`src/rtl/down_counter_mod.sv`:
```
// Modulo-MODULUS down counter digit for cascaded timers, with clamped load,
// wrap or one-shot expiry, and a combinational borrow for ripple cascades.
module down_counter_mod #(
  parameter int WIDTH   = 4,
  parameter int MODULUS = 10,
  parameter int INIT    = 0
) (
  input  logic             clock,
  input  logic             reset,
  input  logic             enable,
  input  logic             load,
  input  logic [WIDTH-1:0] load_value,
  input  logic             oneshot,
  output logic [WIDTH-1:0] q,
  output logic             zero,
  output logic             borrow_out,
  output logic             expired
);

  localparam logic [WIDTH-1:0] MAX_VAL  = WIDTH'(MODULUS - 1);
  localparam logic [WIDTH-1:0] INIT_VAL = WIDTH'(INIT);

  generate
    if ((MODULUS < 2) || (MODULUS > (1 << WIDTH)) || (INIT < 0) || (INIT >= MODULUS)) begin : gBadParams
      $error("down_counter_mod: illegal MODULUS/INIT for the given WIDTH");
    end
  endgenerate

  logic [WIDTH-1:0] count_q, count_d;
  logic             expired_q, expired_d;

  // Leaving one-shot mode drops a stale expiry even while the digit holds.
  always_comb begin
    count_d   = count_q;
    expired_d = expired_q & oneshot;
    if (load) begin
      count_d   = (load_value > MAX_VAL) ? MAX_VAL : load_value;
      expired_d = 1'b0;
    end else if (enable) begin
      if (count_q != '0) begin
        count_d = count_q - 1'b1;
      end else if (!oneshot) begin
        count_d = MAX_VAL;
      end else begin
        expired_d = 1'b1;
      end
    end
  end

  always_ff @(posedge clock or negedge reset) begin
    if (!reset) begin
      count_q   <= INIT_VAL;
      expired_q <= 1'b0;
    end else begin
      count_q   <= count_d;
      expired_q <= expired_d;
    end
  end

  assign q          = count_q;
  assign zero       = (count_q == '0);
  assign expired    = expired_q;
  assign borrow_out = enable & ~load & zero & ~(oneshot & expired_q);

endmodule
```
`config.mk`:
```
export PLATFORM = sky130hd
export DESIGN_NAME = down_counter_mod
export DESIGN_NICKNAME = d
export VERILOG_FILES = /design/src/rtl/down_counter_mod.sv
export SDC_FILE = /design/constraint.sdc
export NUM_CORES = 1
export LEC_CHECK = 0
export BUFFER_PORTS_ARGS = -buffer_cell sky130_fd_sc_hd__buf_4
export CORE_AREA = 8 8 45 47
export DETAILED_ROUTE_END_ITERATION = 10
export DIE_AREA = 0 0 53 55
export PLACE_DENSITY = 0.45
export SYNTH_ARGS = -nofsm -noshare
export SYNTH_HDL_FRONTEND = slang
export SYNTH_SLANG_ARGS = --single-unit
```
`constraint.sdc`:
```
create_clock -name clock -period 2.5 [get_ports clock]
set_clock_uncertainty 0.2 [all_clocks]
set_input_delay 0.75 -clock clock [delete_from_list [all_inputs] [get_ports clock]]
set_output_delay 0.75 -clock clock [all_outputs]
set_load 0.1 [all_outputs]
```
==> key figures, run 1 <==
Timing
  • Setup tns final: 0 ns
  • Period utilisation layout: 0.970
  • Final hold vios: 0
  • Peak Freq: 413 MHz
  • Setup WS post-layout: 0.0762 ns
  • Setup violators final: 0
  • Worst Max-Slew Pin Slew: 0.280 ns
  • RSZ-0062 raised after global routing: no
  • Post-layout min period: 2.42 ns
  • Slew Viols, Final: 0
  • Worst slew margin: 0.815
  • Min Hold Slack: 0.101 ns

Clock network
  • Root Driver: clkbuf_4
  • Setup Fix Bufs, Post-CTS: 0
  • Longest Clk Path Bufs: 2
  • Cts bufs inserted: 3
  • Reg clk slew, reported paths: 0.04 ns
  • Clk sink count: 5
  • H-Tree Depth: 1
  • Clock insertion delay at the later pin of the skew report: 0.24 ns
  • CTS tree: built

Detailed routing
  • Drt drc: 0
  • Post-route met1 wirelength: 423 um
  • Post-DR wirelength/cell: 13.6 um
  • Metal2 WL: 436 um
  • Routed WL: 939 um
  • Metal3 WL: 79 um
  • Via density: 4.96
  • DRT antenna net count: 0
  • Via count: 342
  • DR top layer: met3
  • Pre-antenna DRT Iters: 2
  • Drt initial violations: 4

Worst setup path
  • Crit-path max FO: 2
  • Worst EP required: 1.55 ns
  • Crit path capture type: output pin
  • R2r endpoint: q[2]$_DFFE_PN0P_
  • Crit path launch: enable
  • Path depth of the worst reg2reg path: 4
  • Arrival time worst endpoint: 1.47 ns
  • Worst setup SP type: primary input
  • R2R setup slack: 1.02 ns
  • Crit Reg-Reg Startpoint: q[0]$_DFFE_PN0P_
  • Critical setup path kind: primary input to output pin

Global route
  • GRT Overall Usage: 0.0691
  • Pin count of the biggest net entering global routing: 11
  • Vias in the first global route: 342
  • Initial antenna violation count: 0
  • First-pass GRT wire length: 1430 um
  • Total grt overflow: 0

Floorplan
  • Full die area: 0.00292 mm^2
  • CORE AREA: 0.00138 mm^2
  • Cell row count: 14
  • Initial Util: 0.232
  • Die extent in x: 53 um
  • Num ports: 16
  • Die height: 55 um

Final layout
  • Most frequent cells in the layout: buf_4, a21oi_1, clkbuf_4, dfrtp_2
  • Final instance area: 526 um^2
  • # nets final: 63
  • Antenna Cells: 0
  • P&R area growth vs syn: 63.4%
  • Most common cell after layout, fill and taps aside: buf_4
  • # fillers: 139
  • Layout cells sized above 1: 0.566

Run
  • Max-cap violations: 0

Yosys
  • Synth area leaders: dfrtp_1, nor4b_4, a21oi_1
  • Synthesis warning total: 0
  • Sequential fraction of the synthesis area: 0.389
  • Synth cell types: 22
  • Synth Area per Inst: 10.0 um^2
  • Synthesized area: 322 um^2
  • Yosys reg bits: 5
  • Post-Syn Instances: 32
  • Synth top area share: 0.389
  • Post-synth net total: 41
  • Yosys top cell by area: dfrtp_1

Power
  • Cell Pwr Density: 637 mW/mm^2
  • Leakage power: 0.225 nW
  • Max VDD drop: 0.354 mV

Place
  • Worst slack at placement: 0.0467 ns
  • DP Wirelength: 758 um
  • Port bufs: 15
  • Area post-placement: 495 um^2
  • Placer Congestion: 0.745

Worst hold path
  • HP Class: primary input to async pin

Run status
  • Outcome: finished clean
-- report_power, final --
part | total (mW) | internal [mW] | switching (mW)
clock network | 0.0907 | 0.0602 | 0.0305
registers | 0.110 | 0.0909 | 0.0191
logic | 0.134 | 0.0422 | 0.0917
total | 0.335 | 0.193 | 0.141
-- state kept, by name, indices dropped and copies added (netlist names) --
name     flops
q            4
expired      1
-- final cells by class --
cell class,count,area (um^2),area share
flip-flops and latches,5,133,0.252
inverters,1,3.75,0.00714
repair buffers,18,139,0.264
clock buffers,4,26.3,0.0500
multi-input cells,25,204,0.388
well taps,16,20.0,0.0381
-- timing repair --
item / CTS / global route
resized for setup: 0 / 1
hold buffers: 0 / 0
endpoints found under the setup margin: 0 / 1
-- through the flow --
| stage | total power [mW] | std cells | util |
|---|---|---|---|
| 4_1_cts | 0.337 | 69 | 0.377 |
| 3_3_place_gp | 0.245 | 65 | 0.358 |
| 5_1_grt | 0.355 | 69 | 0.380 |
| 3_5_place_dp | 0.245 | 65 | 0.358 |
| 2_1_floorplan | 0.205 | 32 | - |
| 6_report | 0.335 | 69 | 0.380 |
-- worst max-delay path, cell delays in order --
cell     delay, ns
buf_4         0.08
nor3b_2       0.20
and3_2        0.22
buf_6         0.22
-- routing by layer --
layer | track usage | vias to the layer above
li1 | - | 163
met2 | 0.105 | 13
met5 | 0 | -
met3 | 0.0401 | 0
met4 | 0.0388 | 0
met1 | 0.0736 | 166
-- cells by family after synthesis --
logic type | count (synthesis) | synth area share
simple gates | 14 | 0.358
compound gates | 10 | 0.195
buf+inv | 2 | 0.0272
mux | 1 | 0.0311
flops | 5 | 0.389
-- worst max-delay path by stage --
stage                            end  slack, ns  cells past startpoint
after floorplan                 zero      -0.23                      1
after global placement    borrow_out       0.06                      4
after detailed placement  borrow_out       0.05                      4
after CTS                 borrow_out       0.04                      4
after global routing      borrow_out       0.04                      4
final                     borrow_out       0.08                      4
-- cell usage after synthesis --
master / count
dfrtp_1: 5
a21oi_1: 3
nand2b_1: 2
nand3b_1: 2
nor3b_1: 2
o21ai_0: 2
a221o_1: 1
a22oi_1: 1
a31oi_1: 1
and2b_2: 1
and3_1: 1
buf_2: 1
inv_1: 1
mux2i_1: 1
nor2_1: 1
nor2b_1: 1
nor3_1: 1
nor3b_2: 1
nor4_1: 1
nor4b_4: 1
o21ai_1: 1
o31a_1: 1
No activity file was read; power rests on OpenSTA's default activity.
==> run 2, diff against run 1 <==
BUFFER_PORTS_ARGS = -buffer_cell sky130_fd_sc_hd__buf_2   (was -buffer_cell sky130_fd_sc_hd__buf_4)
==> run 2 against run 1 <==
- clock-buffer cell count unchanged
- via count is 4.1% lower
- sequential power hardly changed
- core utilization down 1.4 points
- routed wire length fell by 3.6%
- setup slack improved by 0.023 ns
- combinational power is 4% lower
- sequential share of layout area grew 0.93 points
- largest power group unchanged
==> key figures, run 2 (synthesis gave the netlist of run 1 again) <==
Run status
  • Outcome: finished clean (unchanged)

Timing
  • Worst Max-Slew Pin Slew: 0.489 ns (was 0.280 ns)
  • RSZ-0062 raised after global routing: no (unchanged)
  • Peak Freq: 417 MHz (was 413 MHz)
  • Min Hold Slack: 0.114 ns (was 0.101 ns)
  • Worst slew margin: 0.676 (was 0.815)
  • Post-layout min period: 2.40 ns (was 2.42 ns)
  • Setup violators final: 0 (unchanged)
  • Period utilisation layout: 0.960 (was 0.970)
  • Slew Viols, Final: 0 (unchanged)
  • Final hold vios: 0 (unchanged)

Floorplan
  • CORE AREA: 0.00138 mm^2 (unchanged)
  • Die extent in x: 53 um (unchanged)
  • Die height: 55 um (unchanged)
  • Initial Util: 0.232 (unchanged)
  • Cell row count: 14 (unchanged)
  • Full die area: 0.00292 mm^2 (unchanged)
  • Num ports: 16 (unchanged)

Worst setup path
  • Crit path capture type: output pin (unchanged)
  • Worst EP required: 1.55 ns (about the same)
  • Critical setup path kind: primary input to output pin (unchanged)
  • R2R setup slack: 1.04 ns (was 1.02 ns)
  • Worst setup SP type: primary input (unchanged)
  • Crit Reg-Reg Startpoint: q[2]$_DFFE_PN0P_ (was q[0]$_DFFE_PN0P_)
  • Path depth of the worst reg2reg path: 3 (was 4)
  • R2r endpoint: q[3]$_DFFE_PN0P_ (was q[2]$_DFFE_PN0P_)
  • Crit-path max FO: 4 (was 2)
  • Arrival time worst endpoint: 1.45 ns (was 1.47 ns)

Place
  • Placer Congestion: 0.764 (was 0.745)
  • DP Wirelength: 787 um (was 758 um)
  • Placed Cells: 64 (was 65)
  • Port bufs: 15 (unchanged)

Clock network
  • CTS tree: built (unchanged)
  • Cts bufs inserted: 3 (unchanged)
  • Setup Fix Bufs, Post-CTS: 0 (unchanged)
  • Cts repair resizes: 0 (unchanged)
  • Root Driver: clkbuf_4 (unchanged)
  • Longest Clk Path Bufs: 2 (unchanged)
  • H-Tree Depth: 1 (unchanged)
  • CTS Hold Buffers Added: 0 (unchanged)
  • Clock insertion delay at the later pin of the skew report: 0.24 ns (about the same)
  • Reg clk slew, reported paths: 0.04 ns (about the same)
  • Clk sink count: 5 (unchanged)

Detailed routing
  • DRT antenna net count: 0 (unchanged)
  • Metal2 WL: 433 um (was 436 um)
  • Metal3 WL: 118 um (was 79 um)
  • Via density: 4.82 (was 4.96)
  • Pre-antenna DRT Iters: 3 (was 2)
  • Drt initial violations: 5 (was 4)
  • Routed WL: 905 um (was 939 um)
  • Post-route met1 wirelength: 353 um (was 423 um)
  • Drt drc: 0 (unchanged)
  • DR top layer: met3 (unchanged)
  • Via count: 328 (was 342)
  • Post-DR wirelength/cell: 13.3 um (was 13.6 um)

Global route
  • Total grt overflow: 0 (unchanged)
  • Initial antenna violation count: 0 (unchanged)
  • First-pass GRT wire length: 1460 um (was 1430 um)
  • Pin count of the biggest net entering global routing: 11 (unchanged)
  • Vias in the first global route: 345 (was 342)
  • GRT Overall Usage: 0.0729 (was 0.0691)

Final layout
  • Layout cells sized above 1: 0.558 (was 0.566)
  • # fillers: 162 (was 139)
  • Antenna Cells: 0 (unchanged)
  • Layout Cells excl Fill: 68 (was 69)
  • Most common cell after layout, fill and taps aside: buf_2 (was buf_4)
  • # nets final: 62 (was 63)
  • Most frequent cells in the layout: buf_2, a21oi_1, clkbuf_4, dfrtp_2 (was buf_4, a21oi_1, clkbuf_4, dfrtp_2)
  • P&R area growth vs syn: 57.6% (was 63.4%)
  • Largest register FFs: 4 (unchanged)
  • Final core utilization: 0.366 (was 0.380)

Worst hold path
  • HP Class: primary input to async pin (unchanged)

Power
  • Leakage power: 0.215 nW (was 0.225 nW)
  • Cell Pwr Density: 649 mW/mm^2 (was 637 mW/mm^2)
  • Clk pwr share: 0.274 (was 0.271)
  • Net Sw Frac: 0.426 (was 0.422)
  • Reg power frac: 0.333 (was 0.329)
  • Internal Power: 189 uW (was 193 uW)
  • Max VDD drop: 0.327 mV (was 0.354 mV)
  • Switching power: 140 uW (was 141 uW)
  • Comb pwr share: 0.393 (was 0.400)

Run
  • Max-cap violations: 0 (unchanged)
==> run 2: cell type report <==
cell class              count  area [um^2]  share of cell area
repair buffers             17          120               0.237
multi-input cells          25          204               0.402
clock buffers               4         26.3              0.0519
flip-flops and latches      5          133               0.262
inverters                   1         3.75             0.00741
well taps                  16         20.0              0.0395
==> run 2: power groups by stage <==
stage	Sequential, mW	Clock [mW]	Combinational, mW
after floorplan	0.162	0	0.0431
after global placement	0.111	0	0.130
after detailed placement	0.111	0	0.131
after CTS	0.110	0.0941	0.131
after global routing	0.112	0.102	0.136
final	0.109	0.0900	0.129
==> run 2: stage by stage <==
stage | TNS, ns | setup WS, ns | power [mW] | instance area (um^2)
detailed placement | 0 | 0.0908 | 0.242 | 480
finish | 0 | 0.0996 | 0.329 | 507
global route | 0 | 0.0484 | 0.350 | 507
global placement | 0 | 0.101 | 0.241 | 480
floorplan | -0.230 | -0.230 | 0.205 | 345
CTS | 0 | 0.0832 | 0.335 | 507
==> run 2: routing by layer <==
metal  GRT usage  vias to the layer above
li1            -                      165
met2       0.115                       15
met3      0.0508                        0
met1      0.0660                      148
met5           0                        -
met4      0.0517                        0
==> run 2: worst max path at each step <==
stage	slack, ns	cells past startpoint	start	endpoint
after floorplan	-0.23	1	q[0]$_DFFE_PN0P_	zero
after global placement	0.10	4	enable	borrow_out
after detailed placement	0.09	4	enable	borrow_out
after CTS	0.08	4	enable	borrow_out
after global routing	0.05	4	enable	borrow_out
final	0.1	4	enable	borrow_out
==> run 2: critical path, stage by stage <==
cell	delay, ns
buf_2	0.11
nor3b_2	0.19
and3_2	0.23
buf_12	0.17
